File: src/rtl/ibex_compressed_packer.sv
// RV32I -> RVC compressor feeding a 3-halfword buffer that emits aligned 32-bit words.
// Optional compressed-instruction counter enabled by IBEX_CPACK_STATS_EN.
module ibex_compressed_packer (
  input  logic        clk_i,
  input  logic        rst_ni,
  input  logic        in_valid_i,
  output logic        in_ready_o,
  input  logic [31:0] instr_i,
  input  logic        flush_i,
  output logic        out_valid_o,
  input  logic        out_ready_i,
  output logic [31:0] word_o,
  output logic        illegal_o
`ifdef IBEX_CPACK_STATS_EN
  ,
  output logic [15:0] cmp_count_o
`endif
);

  typedef enum logic {RUN, DRAIN} state_e;

  state_e            state_q, state_n;
  logic [1:0]        count_q, count_n;
  logic [2:0][15:0]  hw_buf_q, hw_buf_n;
  logic              illegal_q;

  // Instruction field decode
  logic [6:0]  opcode;
  logic [4:0]  rd, rs1, rs2;
  logic [2:0]  funct3;
  logic [6:0]  funct7;
  logic [11:0] imm_i, imm_s;
  logic        is_addi, is_add, is_lw, is_sw;
  logic        imm_small, lw_off_ok, sw_off_ok;
  logic        rd_c, rs1_c, rs2_c;

  assign opcode = instr_i[6:0];
  assign rd     = instr_i[11:7];
  assign funct3 = instr_i[14:12];
  assign rs1    = instr_i[19:15];
  assign rs2    = instr_i[24:20];
  assign funct7 = instr_i[31:25];
  assign imm_i  = instr_i[31:20];
  assign imm_s  = {instr_i[31:25], instr_i[11:7]};

  assign is_addi = (opcode == 7'h13) && (funct3 == 3'b000);
  assign is_add  = (opcode == 7'h33) && (funct3 == 3'b000) && (funct7 == 7'h00);
  assign is_lw   = (opcode == 7'h03) && (funct3 == 3'b010);
  assign is_sw   = (opcode == 7'h23) && (funct3 == 3'b010);

  // A 6-bit signed immediate means bits [11:5] are all copies of the sign
  assign imm_small = (imm_i[11:5] == 7'h00) || (imm_i[11:5] == 7'h7F);
  assign lw_off_ok = (imm_i[11:7] == 5'd0) && (imm_i[1:0] == 2'b00);
  assign sw_off_ok = (imm_s[11:7] == 5'd0) && (imm_s[1:0] == 2'b00);

  assign rd_c  = (rd[4:3]  == 2'b01);
  assign rs1_c = (rs1[4:3] == 2'b01);
  assign rs2_c = (rs2[4:3] == 2'b01);

  logic        enc_size2;
  logic [31:0] enc_hw;

  always_comb begin
    enc_size2 = 1'b1;
    enc_hw    = instr_i;
    if (instr_i == 32'h0000_0013) begin
      enc_size2 = 1'b0;
      enc_hw    = 32'h0000_0001;
    end else if (is_addi && (rd == rs1) && (rd != 5'd0) && imm_small && (imm_i != 12'd0)) begin
      enc_size2 = 1'b0;
      enc_hw    = {16'h0000, 3'b000, imm_i[5], rd, imm_i[4:0], 2'b01};
    end else if (is_addi && (rd != 5'd0) && (rs1 == 5'd0) && imm_small) begin
      enc_size2 = 1'b0;
      enc_hw    = {16'h0000, 3'b010, imm_i[5], rd, imm_i[4:0], 2'b01};
    end else if (is_add && (rd != 5'd0) && (rs1 == 5'd0) && (rs2 != 5'd0)) begin
      enc_size2 = 1'b0;
      enc_hw    = {16'h0000, 4'b1000, rd, rs2, 2'b10};
    end else if (is_add && (rd == rs1) && (rd != 5'd0) && (rs2 != 5'd0)) begin
      enc_size2 = 1'b0;
      enc_hw    = {16'h0000, 4'b1001, rd, rs2, 2'b10};
    end else if (is_lw && rd_c && rs1_c && lw_off_ok) begin
      enc_size2 = 1'b0;
      enc_hw    = {16'h0000, 3'b010, imm_i[5:3], rs1[2:0], imm_i[2], imm_i[6], rd[2:0], 2'b00};
    end else if (is_sw && rs2_c && rs1_c && sw_off_ok) begin
      enc_size2 = 1'b0;
      enc_hw    = {16'h0000, 3'b110, imm_s[5:3], rs1[2:0], imm_s[2], imm_s[6], rs2[2:0], 2'b00};
    end
  end

  // Handshakes: illegal instructions are consumed but never enter the buffer
  logic legal, accept, push, pop;

  assign legal       = (instr_i[1:0] == 2'b11);
  assign accept      = in_valid_i & in_ready_o;
  assign push        = accept & legal;
  assign out_valid_o = (count_q >= 2'd2);
  assign pop         = out_valid_o & out_ready_i;
  assign word_o      = {hw_buf_q[1], hw_buf_q[0]};
  assign illegal_o   = illegal_q;

  always_ff @(posedge clk_i or negedge rst_ni) begin
    if (!rst_ni) begin
      state_q <= RUN;
    end else begin
      state_q <= state_n;
    end
  end

  always_comb begin
    state_n    = state_q;
    in_ready_o = 1'b0;
    unique case (state_q)
      RUN: begin
        in_ready_o = (count_q <= 2'd1) | out_ready_i;
        if (flush_i) state_n = DRAIN;
      end
      DRAIN: begin
        if (count_q == 2'd0) state_n = RUN;
      end
      default: state_n = RUN;
    endcase
  end

  logic [1:0] base;
  logic [1:0] add;

  always_comb begin
    hw_buf_n = hw_buf_q;
    base     = count_q;
    add      = enc_size2 ? 2'd2 : 2'd1;
    if (pop) begin
      hw_buf_n[0] = hw_buf_q[2];
      hw_buf_n[1] = 16'h0000;
      hw_buf_n[2] = 16'h0000;
      base        = count_q - 2'd2;
    end
    for (int i = 0; i < 3; i++) begin
      if (push && (2'(i) == base))
        hw_buf_n[i] = enc_hw[15:0];
      if (push && enc_size2 && (2'(i) == base + 2'd1))
        hw_buf_n[i] = enc_hw[31:16];
    end
    count_n = base + (push ? add : 2'd0);
    // Odd trailing halfword is padded with C.NOP so it can leave as a full word
    if ((state_q == DRAIN) && (count_q == 2'd1)) begin
      hw_buf_n[1] = 16'h0001;
      count_n     = 2'd2;
    end
  end

  always_ff @(posedge clk_i or negedge rst_ni) begin
    if (!rst_ni) begin
      count_q   <= 2'd0;
      hw_buf_q  <= '0;
      illegal_q <= 1'b0;
    end else begin
      count_q   <= count_n;
      hw_buf_q  <= hw_buf_n;
      illegal_q <= accept & ~legal;
    end
  end

`ifdef IBEX_CPACK_STATS_EN
  logic [15:0] cmp_count_q;

  always_ff @(posedge clk_i or negedge rst_ni) begin
    if (!rst_ni) begin
      cmp_count_q <= 16'd0;
    end else if (push && !enc_size2 && (cmp_count_q != 16'hFFFF)) begin
      cmp_count_q <= cmp_count_q + 16'd1;
    end
  end

  assign cmp_count_o = cmp_count_q;
`endif

endmodule
File: config.mk
export PLATFORM = sky130hd
export DESIGN_NAME = ibex_compressed_packer
export DESIGN_NICKNAME = d
export VERILOG_FILES = /design/src/rtl/ibex_compressed_packer.sv
export SDC_FILE = /design/constraint.sdc
export NUM_CORES = 1
export LEC_CHECK = 0
export BUFFER_PORTS_ARGS = -buffer_cell sky130_fd_sc_hd__buf_2
export CAP_MARGIN = 40
export CORE_ASPECT_RATIO = 1.1
export CORE_MARGIN = 1
export CORE_UTILIZATION = 50
export CTS_CLUSTER_SIZE = 12
export DETAILED_ROUTE_END_ITERATION = 6
export GPL_TIMING_DRIVEN = 0
export PLACE_DENSITY_LB_ADDON = 0.12
export SYNTH_ARGS = -nofsm -noshare
export SYNTH_HDL_FRONTEND = slang
export SYNTH_SLANG_ARGS = --single-unit
export TNS_END_PERCENT = 50
File: constraint.sdc
create_clock -name clk_i -period 2.8 [get_ports clk_i]
set_input_delay 0.42 -clock clk_i [delete_from_list [all_inputs] [get_ports clk_i]]
set_output_delay 0.42 -clock clk_i [all_outputs]
set_load 0.005 [all_outputs]
# After elaboration in Yosys (flattened, before gate mapping)

Index checks and enable logic that the tools add are counted.

$add $sub $neg: 3
Multipliers: 0
Divide/modulo/power cells: 0
Order comparisons: 2
Equal/unequal tests: 17
Shift-type cells: 0
Mux-type cells: 30
Bitwise logic cells: 7
Reductions and logical operators: 50

Operator list:

| cell                                                              | count |
|---|---|
| 32-bit two-way mux                                                | 7 |
| 16-bit two-way mux                                                | 7 |
| 48-bit two-way mux                                                | 1 |
| 1-bit logical AND                                                 | 34 |
| 32-bit by 5-bit == test with 1-bit output (second input constant) | 1 |
| 7-bit by 6-bit == test with 1-bit output (second input constant)  | 2 |
| 12-bit nonzero test                                               | 1 |
| 2-bit zero test                                                   | 5 |
| 5-bit zero test                                                   | 2 |
| 1-bit two-way mux                                                 | 10 |
| 5-bit nonzero test                                                | 2 |
| 2-bit by 1-bit == test with 1-bit output (second input constant)  | 4 |
| 2-bit two-way mux                                                 | 4 |
| 7-bit by 2-bit == test with 1-bit output (second input constant)  | 1 |
| 7-bit by 5-bit == test with 1-bit output (second input constant)  | 1 |
| 7-bit == test (second input constant)                             | 1 |
| 7-bit zero test                                                   | 1 |
| 3-bit nonzero test                                                | 2 |
| 5-bit == test                                                     | 1 |
| 1-bit bitwise AND                                                 | 4 |
| 1-bit by 2-bit == test with 1-bit output (first input constant)   | 2 |
| 2-bit == test (first input constant)                              | 2 |
| 4-bit nonzero test                                                | 1 |
| 3-bit by 2-bit == test with 1-bit output (second input constant)  | 1 |
| 11 further kinds                                                  | 12 |

Flip-flop bits (word level): 52
Bits in latches: 0
RAM bits: 0
ROM bits: 0
Input port bits: 37
Memories kept: 0

# Longest topological paths before layout

Gate-level depths: netlist of the first run.

Depth in word-level cells: 16
Mapped depth: 12
Mapped depth without buffers: 11

# Least setup slack after synthesis of the first run

No wires, ideal clock.

Path type: input to register
Start: input port instr_i[2]
End: register count_q[1]
Library setup time: 0.122 ns
Arrival time: 2.770 ns
Required time: 2.678 ns
Slack: -0.093 ns
Stages on the path: 12
Buffers on the path: 1
Path through: or4b_1 -> or2_1 -> or4_4 -> o32ai_4 -> a211oi_2 -> buf_2 -> nor2_1 -> ha_1 -> xnor2_1 -> nand2_1 -> a21oi_1 -> nor2_1

Word-level cells in the longest chain between the ends: 16

Ends and longest elaborated chain:

| item                                     | line | source |
|---|---|---|
| start, declared                          | 8    | `input logic [31:0] instr_i,` |
| 7-bit by 6-bit == test with 1-bit output | 49   | `assign is_sw = (opcode == 7'h23) && (funct3 == 3'b010);` |
| 1-bit logical AND                        | 49   |  |
| 1-bit logical AND (3 in series)          | 84   | `end else if (is_sw && rs2_c && rs1_c && sw_off_ok) begin` |
| 1-bit two-way mux                        | 84   |  |
| 1-bit two-way mux                        | 81   | `end else if (is_lw && rd_c && rs1_c && lw_off_ok) begin` |
| 1-bit two-way mux                        | 78   | `end else if (is_add && (rd == rs1) && (rd != 5'd0) && (rs2 != 5'd0)) begin` |
| 1-bit two-way mux                        | 75   | `end else if (is_add && (rd != 5'd0) && (rs1 == 5'd0) && (rs2 != 5'd0)) begin` |
| 1-bit two-way mux                        | 72   | `end else if (is_addi && (rd != 5'd0) && (rs1 == 5'd0) && imm_small) begin` |
| 1-bit two-way mux                        | 69   | `end else if (is_addi && (rd == rs1) && (rd != 5'd0) && imm_small && (imm_i != 12'd0)) begin` |
| 1-bit two-way mux (*)                    | 66   | `if (instr_i == 32'h0000_0013) begin` |
| 2-bit two-way mux (*)                    | 130  | `add = enc_size2 ? 2'd2 : 2'd1;` |
| 2-bit two-way mux (*)                    | 143  | `count_n = base + (push ? add : 2'd0);` |
| 2-bit adder (*)                          | 143  |  |
| 2-bit two-way mux (*)                    | 145  | `if ((state_q == DRAIN) && (count_q == 2'd1)) begin` |
| net count_n[1]                           | 23   | `logic [1:0] count_q, count_n;` |
| end signal, assigned                     | 157  | `count_q <= count_n;` |
| end, declared                            | 23   |  |

The timed path passes the listed nets; every way through them passes the cells marked *.
A chain may end at the register's enable or synchronous reset.

# Final worst setup path of the first run

Start: input port instr_i[2]
End: register hw_buf_q (netlist bit word_o[21])

Word-level cells in the longest chain between the ends: 16

Ends and longest elaborated chain:

| item                                     | line | source |
|---|---|---|
| 7-bit by 6-bit == test with 1-bit output | 49   |  |
| 1-bit logical AND                        | 49   |  |
| 1-bit logical AND (3 in series)          | 84   |  |
| 1-bit two-way mux                        | 84   |  |
| 1-bit two-way mux                        | 81   |  |
| 1-bit two-way mux                        | 78   |  |
| 1-bit two-way mux                        | 75   |  |
| 1-bit two-way mux                        | 72   |  |
| 1-bit two-way mux                        | 69   |  |
| 1-bit two-way mux                        | 66   |  |
| 1-bit logical AND (2 in series)          | 140  | `if (push && enc_size2 && (2'(i) == base + 2'd1))` |
| 16-bit two-way mux                       | 140  |  |
| 16-bit two-way mux                       | 145  |  |
| end signal, assigned                     | 158  | `hw_buf_q <= hw_buf_n;` |
| end, declared                            | 24   | `logic [2:0][15:0] hw_buf_q, hw_buf_n;` |

Parallel ways exist; a longest one is shown, timed or not.

==> reports/metrics.yaml, run 1 <==
status:
  status: "finished clean"
sta:
  final-hold-violation-count: 0
  slew_headroom: 0.446
  drv_slew: 0
  clock_skew_ns: 0.0124
  max_freq_mhz: 364
  tns_ns: 0
  fin_crit_sh: 0.982
  tightest_slew_ns: 0.831
  rsz0062_at_grt: "yes"
  fin_crit_ns: 2.75
  finalSetupViolations: 0
yosys:
  seq_area_frac_synth: 0.395
  yosys.area_share.adder: 0.00380
  ys_ff_latch: 52
  yosysTopAreaCell: "dfrtp_1"
  yosysUniqueCellTypes: 53
  synth-edff-count: 0
  synthesis.area_um2: 3290
  syn_nets: 406
  synthSimpleGateAreaFrac: 0.246
  synth-async-reset-ratio: 1.00
  avgSynthCellArea_um2: 8.95
  synthXorXnorAreaFrac: 0.0160
  ys.flop_type: "dfrtp_1"
  synth_top_family_by_area: "simple AND/OR/NAND/NOR gates"
  synth_cells: 368
  synth_top_area_share: 0.395
  synth.area.mux_share: 0.0277
  synth_compound_area_frac: 0.206
  yosys_warnings: 0
  synth.area.top_cells: "dfrtp_1 39%, buf_4 7.3%, nand3_1 5.6%"
setup_path:
  worstPathArrival_ns: 2.92
  ff2ff_path_depth: 9
  cp-start-kind: "input pin"
  r2r_end: "word_o[18]"
  reg2reg_from: "count_q[1]"
  cp-end-kind: "flop"
  worstPathMaxFanout: 10
  r2r_slack_ns: 0.19
  critical_path_class: "in -> reg"
  cp.required_ns: 2.97
floorplanning:
  die_area_um2: 6920
  die_w_um: 79.4
  rows: 30
  initial_core_util: 0.526
  core_um2: 6270
  die_h_um: 87.1
  io_pins: 72
finish:
  n_antenna_cell: 0
  final_common_cell: "buf_2"
  mostFrequentLayoutCells: "73 x buf_2, 52 x dfrtp_1, 43 x nand2_1, 37 x nand3_1, 35 x buf_4"
  fin_util: 0.629
  nNetsFinal: 487
  syn2layout_area_growth_pct: 19.7
  drive_gt1_frac: 0.320
grt:
  overflow: 0
  grtUsageMet2: 0.473
  grt_pass1_wl_um: 15300
  track_usage: 0.295
  grtUsageMet1: 0.403
  top_usage_layer: "met2"
  first_global_vias: 2960
  grt_max_degree: 39
  antenna_found_initial: 0
  globalRouteMet3Util: 0.0503
power:
  worst_ir_drop_vdd_mv: 0.497
  total_power_mw: 2.73
  powerDensity_nw_per_um2: 691
  p_leak_nw: 1.80
cts:
  cts-root-buf: "clkbuf_8"
  cts_tree: "built"
  cts_buffer_depth: 2
  path_clk_slew_ns: 0.11
  hold_buffers: 0
  clock_tree.htree_level_count: 2
  clk-insertion-delay-late_ns: 0.31
  cts.sinks: 52
  cts_made_buffers: 5
detailed_routing:
  via_per_inst: 5.98
  drt_pass1_iterations: 5
  drc: 0
  wirelength_um: 9890
  drtAntennaViolNets: 0
  drt_iter0_markers: 290
  wl_per_cell_um: 18.7
  vias: 3169
run:
  drv_cap: 0
min_path:
  hold_class: "in -> async"
placed_design:
  dpl.hpwl_um: 7580
  gp_congestion: 1.00
  portBuffers: 71
-- cells in the mapped netlist, types with 2 or more instances --
library cell,n
nor4_1,3
nor4b_1,3
a211oi_1,16
xnor2_1,4
or4_1,2
o21ai_0,7
dfrtp_1,52
or4b_1,2
xor2_1,2
buf_4,32
nand4_1,2
nor3_1,11
o221ai_2,10
clkbuf_1,17
nor2_1,12
o22a_1,2
o22ai_1,2
nand3b_1,2
o21ai_1,16
o221ai_1,3
o21a_1,2
a21oi_1,24
or3_1,3
and3_1,17
buf_2,4
nand2_1,43
and2_1,5
mux2i_1,8
or2_1,2
nand3_1,37
-- sequential cells by signal (all words and copies together), names as in the netlist --
| signal | cells |
|---|---|
| count_q | 2 |
| state_q | 1 |
| hw_buf_q | 16 |
| word_o | 32 |
| illegal_o | 1 |
-- logic make-up after synthesis --
family / after synthesis
and+or+nand+nor: 153
DFF: 52
muxes: 9
AOI/OAI and AO/OA: 90
buffers and inverters: 57
xor gates and xnor gates: 6
adders and majority gates: 1
-- layout make-up --
cell class | count | area, µm²
sequential | 52 | 1300
clock buffer | 6 | 82.6
buffer | 54 | 337
clock inverter | 2 | 38.8
inverter | 2 | 7.51
fill | 560 | 2320
timing repair buffer | 75 | 398
tap | 80 | 100
multi-input combinational | 259 | 1680
-- worst max-delay path: stages --
cell	delay [ns]
buf_2	0.11
or4b_1	0.55
or3_1	0.41
a21oi_2	0.30
clkbuf_4	0.30
mux2_1	0.34
mux2i_1	0.31
o221ai_2	0.17
-- metal layers --
metal  up-vias  part of all wire
met5         -                 0
met4         0             0.031
met3        34             0.070
met2       150              0.47
met1      1501              0.43
li1       1484                 -
-- timing repair --
item | 4_1_cts | 5_1_grt
resized for setup | 3 | 4
setup endpoints to repair | 1 | 18
pin swaps | 1 | 1
buffers inserted | 0 | 3
-- stage by stage --
stage / cells / setup slack, ns / area [µm²] / hold slack (ns)
after floorplan: 368 / -0.0763 / 3300 / 0.124
after global routing: 530 / -0.0251 / 3950 / 0.0292
after global placement: 519 / -0.395 / 3750 / 0.498
after detailed placement: 520 / -0.423 / 3770 / 0.357
after CTS: 527 / -0.00276 / 3910 / 0.0194
final: 530 / 0.0512 / 3950 / 0.00179
-- report_power, final --
| group | switching (mW) | internal, mW | total [mW] |
|---|---|---|---|
| Sequential | 0.133 | 0.975 | 1.11 |
| Combinational | 0.443 | 0.621 | 1.06 |
| Clock | 0.263 | 0.293 | 0.555 |
| Total | 0.839 | 1.89 | 2.73 |
-- how the worst max path moves through the flow --
stage	from	endpoint	depth (start not counted)
3_5_place_dp	instr_i[2]	count_q[1]	13
4_1_cts	instr_i[11]	count_q[1]	12
2_1_floorplan	instr_i[2]	count_q[1]	12
3_3_place_gp	instr_i[2]	count_q[1]	13
5_1_grt	instr_i[2]	count_q[1]	12
6_report	instr_i[2]	word_o[21]	8
(Power assumes the default switching activity.)
==> run 2, diff against run 1 <==
--- a/config.mk
+++ b/config.mk
@@ -10,6 +10,7 @@
 export CORE_ASPECT_RATIO = 1.1
 export CORE_MARGIN = 1
 export CORE_UTILIZATION = 50
+export CTS_BUF_LIST = sky130_fd_sc_hd__clkbuf_2
 export CTS_CLUSTER_SIZE = 12
 export DETAILED_ROUTE_END_ITERATION = 6
 export GPL_TIMING_DRIVEN = 0
==> run 2 against run 1 <==
Net effect:
- critical path depth is 5 higher
- largest power group unchanged
- design area is 1.6% lower
- routed wire length down 1.3%
- register-to-register slack better by 0.06 ns
- non-clock buffer count fell by 1
- worst hold slack gained 0.19 ns
==> reports/metrics.yaml, run 2 (synthesis results as in run 1) <==
status:
  status: "finished clean"  # unchanged
setup_path:
  r2r_slack_ns: 0.25  # was 0.19 ns
  cp_common_cell: "nor2_1"
  r2r_end: "word_o[31]"  # was word_o[18]
  reg2reg_from: "count_q[1]"  # unchanged
  slowest_delay_ns: 0.55  # about the same
  crit_path_top_delay_cell: "or4b_1"  # unchanged
  worstPathArrival_ns: 3.09  # was 2.92 ns
  worstPathMaxFanout: 10  # unchanged
  crit_path_cell_trace: "buf_2, or4b_1, or2_1, or4_4, o32ai_4, a211oi_4, buf_4, nor2_1, ha_1, xnor2_1, nand2_1, a21oi_1, nor2_1"  # was buf_2, or4b_1, or3_1, a21oi_2, clkbuf_4, mux2_1, mux2i_1, o221ai_2
  critical_path_class: "in -> reg"  # unchanged
  cp.required_ns: 3.16  # was 2.97 ns
  cp-start-kind: "input pin"  # unchanged
  ff2ff_path_depth: 9  # unchanged
  cp-end-kind: "flop"  # unchanged
  crit_end: "count_q[1]"  # was word_o[21]
  startpoint: "instr_i[2]"  # unchanged
power:
  p_leak_nw: 1.78  # was 1.80 nW
  worst_ir_drop_vdd_mv: 0.450  # was 0.497 mV
  powerDensity_nw_per_um2: 664  # was 691 nW/µm²
  total_power_mw: 2.58  # was 2.73 mW
finish:
  fillers: 573  # was 560
  syn2layout_area_growth_pct: 17.8  # was 19.7%
  drive_gt1_frac: 0.314  # was 0.320
  mostFrequentLayoutCells: "74 x buf_2, 52 x dfrtp_1, 43 x nand2_1, 37 x nand3_1, 33 x buf_4"  # was 73 x buf_2, 52 x dfrtp_1, 43 x nand2_1, 37 x nand3_1, 35 x buf_4
  seq_area_um2: 1300  # unchanged
  fin_util: 0.619  # was 0.629
  n_antenna_cell: 0  # unchanged
  largest_reg_flops: 32  # unchanged
  multi_input_area_um2: 1670  # was 1680 µm²
  final_common_cell: "buf_2"  # unchanged
  nNetsFinal: 486  # was 487
grt:
  antenna_found_initial: 0  # unchanged
  grt_max_degree: 39  # unchanged
  overflow: 0  # unchanged
  grt_pass1_wl_um: 15200  # was 15300 µm
  first_global_vias: 2928  # was 2960
  track_usage: 0.294  # was 0.295
placed_design:
  gp_congestion: 1.00  # unchanged
  portBuffers: 71  # unchanged
  dpl.hpwl_um: 7580  # unchanged
floorplanning:
  initial_core_util: 0.526  # unchanged
  io_pins: 72  # unchanged
  rows: 30  # unchanged
  die_w_um: 79.4  # unchanged
  die_area_um2: 6920  # unchanged
  die_h_um: 87.1  # unchanged
  core_um2: 6270  # unchanged
detailed_routing:
  drtAntennaViolNets: 0  # unchanged
  vias: 3142  # was 3169
  drt_iter0_markers: 252  # was 290
  drc: 0  # unchanged
  wirelength_um: 9770  # was 9890 µm
  wl_per_cell_um: 18.5  # was 18.7 µm
  drt_pass1_iterations: 5  # unchanged
  via_per_inst: 5.94  # was 5.98
cts:
  cts-root-buf: "clkbuf_2"  # was clkbuf_8
  clock_tree.htree_level_count: 2  # unchanged
  cts_buffer_depth: 2  # unchanged
  cts.sinks: 52  # unchanged
  cts_setup_buffers: 0  # unchanged
  clk-insertion-delay-late_ns: 0.46  # was 0.31 ns
  path_clk_slew_ns: 0.26  # was 0.11 ns
  cts_tree: "built"  # unchanged
  cts_made_buffers: 5  # unchanged
run:
  drv_cap: 0  # unchanged
sta:
  final-hold-violation-count: 0  # unchanged
  fin_crit_sh: 0.973  # was 0.982
  drv_slew: 0  # unchanged
  clock_skew_ns: 0.0310  # was 0.0124 ns
  finalSetupViolations: 0  # unchanged
  max_freq_mhz: 367  # was 364 MHz
  tightest_slew_ns: 0.800  # was 0.831 ns
  slew_headroom: 0.467  # was 0.446
  rsz0062_at_grt: "yes"  # unchanged
  fin_crit_ns: 2.72  # was 2.75 ns
min_path:
  holdCritStartpoint: "flush_i"
  hold_class: "in -> reg"  # was in -> async
run 2: changes by cell type in the layout (fill, tap and decap cells not counted):
cell,delta
clkbuf_2,+7
dlygate4sd3_1,+1
clkinv_1,+1
or2_4,-1
clkbuf_8,-6
or2_1,+1
clkbuf_4,-1
a21oi_2,-1
buf_2,+1
clkbuf_1,-2
a21oi_1,+1
buf_4,-2
run 2: worst min path at each step:
| stage | cells past startpoint | end | slack (ns) |
|---|---|---|---|
| after floorplan | 0 | count_q[0] | 0.12 |
| after global placement | 2 | hw_buf_q[43] | 0.50 |
| after detailed placement | 1 | word_o[17] | 0.36 |
| after CTS | 3 | state_q | 0.17 |
| after global routing | 3 | state_q | 0.18 |
| final | 3 | state_q | 0.19 |
run 2: per-stage QoR:
step / setup WS (ns) / instances / setup TNS [ns] / area [µm²] / hold slack [ns]
floorplan: -0.0763 / 368 / -0.0763 / 3300 / 0.124
global placement: -0.395 / 519 / -2.54 / 3750 / 0.498
detailed placement: -0.423 / 520 / -2.46 / 3770 / 0.357
CTS: 0.0869 / 529 / 0 / 3850 / 0.173
global route: -0.00965 / 529 / -0.00965 / 3880 / 0.182
finish: 0.0760 / 529 / 0 / 3880 / 0.193
run 2: what timing repair did:
item | CTS | global route
gates resized for setup | 0 | 8
endpoints found under the hold margin | 14 | 0
hold buffers | 1 | 0
endpoints found under the setup margin | 0 | 12
run 2: metal layers:
layer	track usage	up-vias	wire [µm]
li1	-	1486	-
met5	0	-	0
met3	0.0419	17	526
met2	0.473	129	4660
met1	0.408	1510	4360
met4	0.101	0	220
run 2: area by class of cell:
type	instances	area share
Clock buffer	5	0.00645
Inverter	2	0.00193
Timing Repair Buffer	73	0.0993
Tap cell	80	0.0258
Clock inverter	3	0.0110
Sequential cell	52	0.335
Multi-Input combinational cell	259	0.431
Buffer	55	0.0887
run 2: where the power goes:
part | leakage [nW] | switching [mW] | internal, mW
registers | 0.682 | 0.134 | 0.973
clock network | 0.0406 | 0.254 | 0.150
logic | 1.06 | 0.442 | 0.623
run 2: worst max-delay path: cells and delay by family:
family,cells,cell delay (ns)
AO/OA/AOI/OAI,3,0.43
adder cells (fa/ha/maj),1,0.17
buffers and inverters,2,0.32
AND/OR/NAND/NOR,6,1.62
XOR/XNOR,1,0.14
